$ cat config.mk
export PLATFORM = sky130hd
export DESIGN_NAME = mips_exec_decode_core
export DESIGN_NICKNAME = d
export VERILOG_FILES = /design/src/rtl/mips_exec_decode_core_pkg.sv /design/src/rtl/mips_exec_decode_core_alu.sv /design/src/rtl/mips_exec_decode_core.sv
export SDC_FILE = /design/constraint.sdc
export NUM_CORES = 1
export LEC_CHECK = 0
export CAP_MARGIN = 20
export CORE_ASPECT_RATIO = 0.9
export CORE_MARGIN = 10
export CORE_UTILIZATION = 30
export CTS_CLUSTER_SIZE = 12
export DETAILED_ROUTE_END_ITERATION = 16
export GPL_TIMING_DRIVEN = 0
export SETUP_SLACK_MARGIN = 0.3
export SLEW_MARGIN = 25
export SYNTH_ARGS = -nofsm -noshare
export SYNTH_HDL_FRONTEND = slang
export SYNTH_SLANG_ARGS = --single-unit
$ cat constraint.sdc
create_clock -name clk -period 4.77 [get_ports clk]
set_input_delay 0.954 -clock clk [delete_from_list [all_inputs] [get_ports clk]]
set_output_delay 0.954 -clock clk [all_outputs]
set_load 0.1 [all_outputs]
$ cat src/rtl/mips_exec_decode_core_pkg.sv
// Shared MIPS decode constants: opcodes, funct codes, ALU class codes and
// the 4-bit ALU operation encodings used by the decoder and the ALU core.
package mips_pkg;

  localparam logic [5:0] OP_RTYPE = 6'b000000;
  localparam logic [5:0] OP_LW    = 6'b100011;
  localparam logic [5:0] OP_SW    = 6'b101011;
  localparam logic [5:0] OP_BEQ   = 6'b000100;
  localparam logic [5:0] OP_ADDI  = 6'b001000;

  localparam logic [5:0] FN_ADD = 6'b100000;
  localparam logic [5:0] FN_SUB = 6'b100010;
  localparam logic [5:0] FN_AND = 6'b100100;
  localparam logic [5:0] FN_OR  = 6'b100101;
  localparam logic [5:0] FN_NOR = 6'b100111;
  localparam logic [5:0] FN_SLT = 6'b101010;
  localparam logic [5:0] FN_SLL = 6'b000000;
  localparam logic [5:0] FN_SRL = 6'b000010;

  localparam logic [1:0] ALUOP_ADD   = 2'b00;
  localparam logic [1:0] ALUOP_SUB   = 2'b01;
  localparam logic [1:0] ALUOP_FUNCT = 2'b10;

  localparam logic [3:0] ALU_AND     = 4'b0000;
  localparam logic [3:0] ALU_OR      = 4'b0001;
  localparam logic [3:0] ALU_ADD     = 4'b0010;
  localparam logic [3:0] ALU_SLL     = 4'b0011;
  localparam logic [3:0] ALU_SRL     = 4'b0100;
  localparam logic [3:0] ALU_SUB     = 4'b0110;
  localparam logic [3:0] ALU_SLT     = 4'b0111;
  localparam logic [3:0] ALU_NOR     = 4'b1100;
  localparam logic [3:0] ALU_INVALID = 4'b1111;

  typedef struct packed {
    logic       reg_dst;
    logic       branch;
    logic       mem_read;
    logic       mem_to_reg;
    logic [1:0] alu_op;
    logic       mem_write;
    logic       alu_src;
    logic       reg_write;
  } ctrl_t;

  localparam ctrl_t CTRL_NOP = '0;

endpackage

$ cat src/rtl/mips_exec_decode_core_alu.sv
// Combinational 32-bit MIPS ALU with an operation-independent equality flag.
module mips_alu_core
  import mips_pkg::*;
#(
  parameter int WIDTH   = 32,
  parameter int SHAMT_W = 5
) (
  input  logic [3:0]         alu_ctrl,
  input  logic [SHAMT_W-1:0] shamt,
  input  logic [WIDTH-1:0]   operand_a,
  input  logic [WIDTH-1:0]   operand_b,
  output logic [WIDTH-1:0]   alu_result,
  output logic               equal_flag
);

  logic signed [WIDTH-1:0] a_s;
  logic signed [WIDTH-1:0] b_s;
  logic                    less_s;

  assign a_s        = operand_a;
  assign b_s        = operand_b;
  assign less_s     = (a_s < b_s);
  assign equal_flag = (operand_a == operand_b);

  // Shifts operate on operand_b, matching the MIPS rt-is-shifted convention.
  always_comb begin
    alu_result = '0;
    case (alu_ctrl)
      ALU_ADD: alu_result = operand_a + operand_b;
      ALU_SUB: alu_result = operand_a - operand_b;
      ALU_AND: alu_result = operand_a & operand_b;
      ALU_OR:  alu_result = operand_a | operand_b;
      ALU_NOR: alu_result = ~(operand_a | operand_b);
      ALU_SLT: alu_result = {{(WIDTH-1){1'b0}}, less_s};
      ALU_SLL: alu_result = operand_b << shamt;
      ALU_SRL: alu_result = operand_b >> shamt;
      default: alu_result = '0;
    endcase
  end

endmodule

$ cat src/rtl/mips_exec_decode_core.sv
// MIPS main control decode (ID), ALU-control decode and ALU (EX), with the
// ALU result and equal flag registered at the EX/MEM boundary.
module mips_exec_decode_core
  import mips_pkg::*;
#(
  parameter int WIDTH   = 32,
  parameter int SHAMT_W = 5
) (
  input  logic               clk,
  input  logic               rst_n,
  input  logic [5:0]         opcode,
  output logic               reg_dst,
  output logic               branch,
  output logic               mem_read,
  output logic               mem_to_reg,
  output logic [1:0]         alu_op,
  output logic               mem_write,
  output logic               alu_src,
  output logic               reg_write,
  input  logic [1:0]         ex_alu_op,
  input  logic [5:0]         funct,
  input  logic [SHAMT_W-1:0] shamt,
  input  logic [WIDTH-1:0]   operand_a,
  input  logic [WIDTH-1:0]   operand_b,
  output logic [3:0]         alu_ctrl,
  output logic [WIDTH-1:0]   alu_result,
  output logic               equal_flag,
  output logic [WIDTH-1:0]   result_q,
  output logic               equal_q
);

  ctrl_t ctrl;

  // Unknown opcodes decode to all-zero so they behave as a pipeline bubble.
  always_comb begin
    ctrl = CTRL_NOP;
    case (opcode)
      OP_RTYPE: ctrl = '{reg_dst: 1'b1, alu_op: ALUOP_FUNCT, reg_write: 1'b1, default: '0};
      OP_LW:    ctrl = '{mem_read: 1'b1, mem_to_reg: 1'b1, alu_op: ALUOP_ADD,
                         alu_src: 1'b1, reg_write: 1'b1, default: '0};
      OP_SW:    ctrl = '{mem_write: 1'b1, alu_src: 1'b1, alu_op: ALUOP_ADD, default: '0};
      OP_BEQ:   ctrl = '{branch: 1'b1, alu_op: ALUOP_SUB, default: '0};
      OP_ADDI:  ctrl = '{alu_src: 1'b1, reg_write: 1'b1, alu_op: ALUOP_ADD, default: '0};
      default:  ctrl = CTRL_NOP;
    endcase
  end

  assign reg_dst    = ctrl.reg_dst;
  assign branch     = ctrl.branch;
  assign mem_read   = ctrl.mem_read;
  assign mem_to_reg = ctrl.mem_to_reg;
  assign alu_op     = ctrl.alu_op;
  assign mem_write  = ctrl.mem_write;
  assign alu_src    = ctrl.alu_src;
  assign reg_write  = ctrl.reg_write;

  always_comb begin
    alu_ctrl = ALU_ADD;
    case (ex_alu_op)
      ALUOP_ADD: alu_ctrl = ALU_ADD;
      ALUOP_SUB: alu_ctrl = ALU_SUB;
      ALUOP_FUNCT: begin
        case (funct)
          FN_ADD:  alu_ctrl = ALU_ADD;
          FN_SUB:  alu_ctrl = ALU_SUB;
          FN_AND:  alu_ctrl = ALU_AND;
          FN_OR:   alu_ctrl = ALU_OR;
          FN_NOR:  alu_ctrl = ALU_NOR;
          FN_SLT:  alu_ctrl = ALU_SLT;
          FN_SLL:  alu_ctrl = ALU_SLL;
          FN_SRL:  alu_ctrl = ALU_SRL;
          default: alu_ctrl = ALU_INVALID;
        endcase
      end
      default: alu_ctrl = ALU_ADD;
    endcase
  end

  mips_alu_core #(
    .WIDTH   (WIDTH),
    .SHAMT_W (SHAMT_W)
  ) u_alu (
    .alu_ctrl   (alu_ctrl),
    .shamt      (shamt),
    .operand_a  (operand_a),
    .operand_b  (operand_b),
    .alu_result (alu_result),
    .equal_flag (equal_flag)
  );

  // EX/MEM boundary
  always_ff @(posedge clk or negedge rst_n) begin
    if (!rst_n) begin
      result_q <= '0;
      equal_q  <= 1'b0;
    end else begin
      result_q <= alu_result;
      equal_q  <= equal_flag;
    end
  end

endmodule

==> results of run 1 <==
==> layout by cell type, fill, tap and decap left out, types with 19 or more instances in the layout <==
cell and instances:
buf_4 133, clkdlybuf4s50_1 59, ha_4 21, clkbuf_2 19, nand2_1 78, nor3_1 28
dfrtp_1 33, buf_12 46, a21oi_2 32, inv_1 72, o211ai_1 22, nor2_1 149
mux4_2 44, o21ai_0 44, a21o_1 25, ha_1 86, a21oi_1 53, buf_6 63
==> kinds of logic (layout without fill, tap and decap cells) <==
| logic type | Yosys count | count (layout) |
|---|---|---|
| buffers and inverters | 203 | 510 |
| AND/OR/NAND/NOR | 404 | 404 |
| adder cells (fa/ha/maj) | 110 | 110 |
| XOR/XNOR | 1 | 1 |
| flip-flops | 33 | 33 |
| AO/OA/AOI/OAI | 451 | 451 |
| multiplexers | 84 | 84 |
==> where the power goes <==
group	switching (µW)	internal, µW	leakage [µW]
Combinational	2250	1200	0.00625
Clock	145	195	0.0000652
Sequential	14.0	340	0.000396
==> metal layers <==
layer	part of all wire	wire length [µm]	vias to the layer above	track usage
met5	0	0	-	0
met4	0.047	2850	0	0.104
met3	0.11	6660	196	0.0777
met2	0.44	26400	886	0.446
met1	0.40	24200	6322	0.366
li1	-	-	5445	-
==> area by class of cell <==
cell class,instances,area [µm²],area share
clock buffers,8,136,0.00838
repair buffers,299,3110,0.191
well taps,409,512,0.0314
inverters,104,478,0.0294
plain buffers,99,1040,0.0636
flip-flops and latches,33,826,0.0507
multi-input cells,1050,10200,0.625
==> worst max path at each step <==
stage | startpoint | to | slack, ps | cells past startpoint
floorplan | ex_alu_op[1] | alu_result[29] | -780 | 10
finish | operand_a[0] | alu_result[30] | -250 | 14
global route | operand_a[0] | alu_result[20] | -240 | 17
global placement | operand_b[8] | alu_result[25] | -2650 | 13
detailed placement | operand_b[8] | alu_result[25] | -2680 | 13
CTS | operand_a[0] | alu_result[30] | -180 | 14
==> state kept, by name, indices dropped and copies added, names as in the netlist <==
signal and count:
equal_q 1, result_q 32
==> timing repair <==
item / in CTS / in global routing
pin swaps: 110 / 72
gates resized for setup: 992 / 175
setup buffers: 101 / 35
hold buffers: 0 / 0
cloned: 1 / 1
setup endpoints to repair: 59 / 34
==> metrics by stage <==
step / hold slack (ps) / TNS [ps] / worst slack (ps) / power (µW) / cells
after global routing: 538 / -2210 / -244 / 4260 / 2002
after floorplan: 658 / -3330 / -776 / 2260 / 1286
after CTS: 531 / -927 / -176 / 3890 / 1966
after detailed placement: 863 / -78990 / -2680 / 3050 / 1856
after global placement: 1860 / -78860 / -2650 / 3050 / 1855
final: 521 / -1880 / -249 / 4140 / 2002
==> out/results.ini, run 1 <==
[grt]
grt_pass1_vias = 12580
grt_max_degree = 23
globalRoute.totalOverflow = 0
grt.total_usage = 0.285
antenna_found_initial = 0
grt_pass1_wl_um = 85600

[worst_setup_path]
worstSetupEndpointType = output pin
slowest_stage = o41a_1
start_kind = input port
crit_top_cell = buf_12
crit_chain = buf_12, inv_12, ha_4, fa_2, o21bai_4, a21oi_4, o211a_4, o41a_1, a211oi_4, a21o_1, o21ai_2, o311a_1, a41oi_4, buf_12
crit_fanout = 2
critical_path_buf_inv_count = 3
cp.required_ps = 3820
slowest_delay_ps = 430
cp_top_family = compound AO/OA/AOI/OAI gates
critical_path_class = input port to output pin
critPathArrivalTime_ps = 4060

[logic_synthesis]
synth_top_family_by_area = compound AO/OA/AOI/OAI gates
ys_ff_latch = 33
synthTopCellsByArea = ha_1 (14%), mux4_2 (10%), dfrtp_1 (8.6%)
synth_xor_area_frac = 0.000915
synth_commonest_cells = nor2_1 (167), ha_1 (108), inv_1 (103)
synth.area.mux_share = 0.147
synth.most_common_cell = nor2_1
synth_edf_count = 0
ys_seq_area_frac = 0.0862
synthCells = 1286
synth_compound_area_frac = 0.334
yosys_warnings = 0
postSynthAreaPerCell_um2 = 7.45
synth_cell_types = 85
yosysTopAreaCell = ha_1
ys_async_sr_fraction = 1.00
synthDominantCellAreaShare = 0.141
yosys.area_share.adder = 0.145
synthesis.area_um2 = 9580
syn-num-nets = 1481
synth-simple-area-share = 0.196
synth_ff_type = dfrtp_1

[sta]
layout_min_cycle_time_ps = 5020
fmax_mhz = 199
finalCritPeriodShare = 1.05
rsz0062_at_grt = yes
setup_ws_ps = -249
tightest_slew_ps = 1020
finalHoldViolations = 0
slew_violations = 0
setup_viol = 13
relSlewSlack = 0.320

[route]
drt-total-wl_um = 60200
vias = 12849
ant_nets = 0
via_per_inst = 6.42
wl_per_cell_um = 30.1
dr.pass1.iters = 5
drc = 0
drt-initial-drc-count = 1527

[layout]
layout-drive-gt1-share = 0.441
fillCellCount = 2874
n_antenna_cell = 0
layout.nets = 1787
area_growth_pct = 70.0
final_cell_area_um2 = 16300
utilization = 0.522

[clock_network]
clkSlewWorstSetupHoldPaths_ps = 60
htreeDepth = 2
tritoncts = built
cts.sinks = 33
clk_path_buf_depth = 2
ctsRootBufferMaster = clkbuf_16
numCtsBuffers = 5

[floorplanning]
die_h_um = 189
core_area_um2 = 31200
ios = 164
num_rows = 61
initial_core_util = 0.307
die_w_um = 208
dieArea_um2 = 39500

[min_path]
hp-class = input port to async pin

[outcome]
violations = negative setup slack
status = complete, but fails checks

[place]
port_buffers = 160
gp_congestion = 1.05
place_hpwl_um = 45300
placed_cell_area_um2 = 12400

[flow_run]
cap_violations = 0

[pwr]
p_per_area_nw_per_um2 = 254
ir_worst_vdd_mv = 0.309
p_leak_uw = 0.00671

Power figures use the tool's default switching activity.
==> run 2, diff against run 1 <==
Settings changed: SLEW_MARGIN 25 to not set.
Clock period 4.77 ns to 5.7 ns, I/O delays scaled along.
==> run 2 against run 1 <==
Compared with the run above: the run now ends clean; power down 26%; sequential power fell by 16%; clock power is essentially flat; global-route usage fell by 3.0 points; combinational power decreased by 30%; non-clock buffer count decreased by 85; largest cell class unchanged; largest power group unchanged.
==> out/results.ini, run 2 (synthesis results as in run 1) <==
[outcome]
status = finished clean

[clock_network]
htreeDepth = 2
clk_path_buf_depth = 2
tritoncts = built
numCtsBuffers = 5
ctsRootBufferMaster = clkbuf_16
clkSlewWorstSetupHoldPaths_ps = 60
cts_hold_buf = 0
cts.sinks = 33

[pwr]
ir_worst_vdd_mv = 0.262
p_leak_uw = 0.00581
p_per_area_nw_per_um2 = 224
power_uw = 3060

[place]
gp_congestion = 1.05
dp_cells = 1855
place_hpwl_um = 42700
dpl_worst_slack_ps = -1840
port_buffers = 160

[sta]
slew_violations = 0
setup_ws_ps = 307
rsz0062_at_grt = yes
relSlewSlack = 0.333
tightest_slew_ps = 997
fmax_mhz = 185
finalHoldViolations = 0
setup_viol = 0
layout_min_cycle_time_ps = 5390
finalCritPeriodShare = 0.946
fin_tns_setup_ps = 0

[layout]
layout_common_cells = nor2_1 (158), ha_1 (95), inv_1 (94)
largest_reg_flops = 32
multi_input_area_um2 = 8960
biggestRegsByFlops = result_q x32, equal_q x1
final_common_cell = nor2_1
layout-drive-gt1-share = 0.302
regArea_um2 = 826
layout.nets = 1702
stdcell_count = 1917
fillCellCount = 3156
top_register = result_q
area_growth_pct = 42.4
n_antenna_cell = 0

[floorplanning]
initial_core_util = 0.307
dieArea_um2 = 39500
die_w_um = 208
core_area_um2 = 31200
num_rows = 61
ios = 164
die_h_um = 189

[grt]
grt.total_usage = 0.255
grt_pass1_wl_um = 77400
grt_pass1_vias = 11471
globalRoute.totalOverflow = 0
antenna_found_initial = 0
grt_max_degree = 34

[worst_setup_path]
crit_fanout = 10
critPathArrivalTime_ps = 4250
cp.required_ps = 4560
critical_path_class = input port to output pin
start_kind = input port
worstSetupEndpointType = output pin

[route]
ant_nets = 0
vias = 12060
dr.pass1.iters = 5
drc = 0
drt-total-wl_um = 53700
via_per_inst = 6.29
wl_per_cell_um = 28.0
drt-initial-drc-count = 1424

[min_path]
hp-class = input port to async pin

[flow_run]
cap_violations = 0

## run 2: changes by cell type in the layout (fill, tap and decap cells not counted), moves of 17 or more
cell | previous run | this run
buf_4 | 133 | 90
buf_12 | 46 | 10
a21oi_2 | 32 | 14
a21oi_1 | 53 | 70
buf_6 | 63 | 22
inv_1 | 72 | 94
## run 2: area by class of cell
class / count / area share
Buffer: 99 / 0.0540
Clock buffer: 7 / 0.0105
Clock inverter: 1 / 0.00220
Inverter: 104 / 0.0304
Multi-Input combinational cell: 1050 / 0.657
Sequential cell: 33 / 0.0606
Tap cell: 409 / 0.0375
Timing Repair Buffer: 214 / 0.148
## run 2: path summary, 6_finish.rpt
kind | start | to | cells past startpoint
min in group clk | operand_a[11] | result_q[11] | 4
setup / recovery | shamt[2] | alu_result[26] | 11
hold / removal | rst_n | result_q[26] | 1
max in group asynchronous | rst_n | result_q[3] | 1
## run 2: power by group
part | leakage [µW] | switching, µW | internal [µW]
Combinational | 0.00533 | 1700 | 727
Clock | 0.0000841 | 118 | 219
Sequential | 0.000396 | 12.6 | 285
## run 2: repair_timing
item	in CTS	in global routing
pin swaps	36	35
endpoints found under the hold margin	0	0
setup buffers	37	17
gates resized for setup	545	163
endpoints found under the setup margin	33	33
## run 2: worst max-delay path: stages
cell and delay (ps):
clkdlybuf4s50_1 550, inv_4 210, clkbuf_4 280, buf_4 250, mux2i_1 360, o22ai_2 230
o21ai_0 310, o21ai_0 150, a21oi_1 280, a21bo_2 300, buf_12 170
## run 2: through the flow
stage	instance area [µm²]	utilization	hold slack (ps)
CTS	13100	0.420	958
global route	13600	0.437	979
detailed placement	11900	0.383	1280
global placement	11900	0.383	1910
floorplan	9840	-	844
finish	13600	0.437	913
## run 2: per-layer routing
layer  up-vias  part of all wire  global-route usage
met3       129             0.096              0.0576
met2       743              0.45               0.404
met4         0             0.038              0.0813
li1       5265                 -                   -
met5         -                 0                   0
met1      5923              0.42               0.336
==> run 3, diff against run 2 <==
Settings changed: CORE_ASPECT_RATIO 0.9 to 2.
Clock period 5.7 ns to 5.3 ns, I/O delays scaled along.
==> run 3 against run 2 <==
Compared with the run above: the run now ends with negative setup slack left; critical path depth rose by 3; final cell count increased by 3.7%; combinational power grew 19%; critical endpoint is now alu_result[30]; die area up 1.1%.
==> out/results.ini, run 3 (synthesis results as in run 1) <==
[outcome]
status = complete, but fails checks
violations = negative setup slack

[floorplanning]
num_rows = 92
dieArea_um2 = 39900
core_area_um2 = 31500
die_h_um = 273
ios = 164
die_w_um = 146
initial_core_util = 0.304

[clock_network]
ctsRootBufferMaster = clkbuf_16
numCtsBuffers = 5
tritoncts = built
clk_path_buf_depth = 2
htreeDepth = 2
clkSlewWorstSetupHoldPaths_ps = 60
cts.sinks = 33

[route]
drc = 0
drt-total-wl_um = 62500
vias = 12470
dr.pass1.iters = 8
ant_nets = 0
drt-initial-drc-count = 1024
wl_per_cell_um = 31.5
via_per_inst = 6.28

[place]
dp_cells = 1869
port_buffers = 160
gp_congestion = 1.02
place_hpwl_um = 49800

[flow_run]
cap_violations = 0

[grt]
globalRoute.totalOverflow = 0
grt_max_degree = 34
antenna_found_initial = 0
grt_pass1_vias = 12561
grt_pass1_wl_um = 87400
grt.total_usage = 0.296

[layout]
top_register = result_q
layout_common_cells = nor2_1 (155), buf_4 (134), ha_1 (90)
layout.nets = 1758
area_growth_pct = 55.2
n_antenna_cell = 0
largest_reg_flops = 32
layout-drive-gt1-share = 0.375
utilization = 0.471
biggestRegsByFlops = result_q x32, equal_q x1
final_common_cell = nor2_1
fillCellCount = 3138
stdcell_count = 1987

[sta]
fmax_mhz = 188
fin_tns_setup_ps = -11.9
layout_min_cycle_time_ps = 5310
finalCritPeriodShare = 1.00
setup_ws_ps = -11.9
relSlewSlack = 0.325
rsz0062_at_grt = yes
finalHoldViolations = 0
slew_violations = 0
setup_viol = 1
tightest_slew_ps = 1010

[pwr]
ir_worst_vdd_mv = 0.170
p_leak_uw = 0.00625
p_per_area_nw_per_um2 = 237

[worst_setup_path]
cp.required_ps = 4240
crit_chain = buf_8, ha_4, fa_2, o21bai_4, a21oi_4, o211a_4, o41a_1, a211oi_4, buf_6, a21o_1, o21ai_2, o311a_1, a41oi_4, buf_12
critical_path_class = input port to output pin
slowest_stage = fa_2
crit_fanout = 6
start_kind = input port
critPathArrivalTime_ps = 4250
slowest_delay_ps = 420
worstSetupEndpointType = output pin
crit_start = operand_b[0]

[min_path]
hp-class = input port to async pin

## run 3: metrics by stage
step	total power (µW)	cell area [µm²]	worst slack [ps]	hold WS (ps)
final	3520	14900	-11.9	835
after global routing	3610	14900	-81.3	923
after CTS	3320	13800	11.6	884
after detailed placement	2750	12200	-2320	1210
after global placement	2750	12200	-2270	1850
after floorplan	1990	10100	-444	764
## run 3: what timing repair did
action	in CTS	in global routing
setup buffers	57	52
setup endpoints to repair	39	33
hold buffers	0	0
resized for setup	704	197
pin swaps	43	50
## run 3: worst max-delay path, delay by kind of cell
| family | cells | cell delay, ps |
|---|---|---|
| AOI/OAI and AO/OA | 9 | 2090 |
| adders and majority gates | 2 | 580 |
| buffers and inverters | 3 | 480 |
## run 3: worst max-delay path by stage
| stage | end | slack, ps | depth (start not counted) |
|---|---|---|---|
| floorplan | alu_result[29] | -440 | 10 |
| global placement | alu_result[29] | -2270 | 11 |
| detailed placement | alu_result[29] | -2320 | 11 |
| CTS | alu_result[30] | 10 | 15 |
| global route | alu_result[30] | -80 | 15 |
| finish | alu_result[30] | -10 | 14 |
## run 3: metal layers
layer,track usage,part of all wire
met5,0,0
met4,0.269,0.11
met3,0.0444,0.057
met2,0.544,0.52
met1,0.277,0.32
## run 3: cell type report
| cell class | count | area (µm²) | area share |
|---|---|---|---|
| clock inverter | 2 | 10.0 | 0.000674 |
| timing repair buffer | 270 | 2560 | 0.172 |
| tap | 423 | 529 | 0.0356 |
| inverter | 104 | 430 | 0.0290 |
| buffer | 99 | 881 | 0.0593 |
| multi-input combinational | 1050 | 9500 | 0.639 |
| sequential | 33 | 826 | 0.0556 |
| clock buffer | 6 | 129 | 0.00867 |
## run 3: power breakdown
group	internal (µW)	leakage, µW	switching (µW)
Sequential	306	0.000396	12.6
Combinational	926	0.00578	1970
Clock	173	0.0000706	134
Total	1410	0.00625	2110
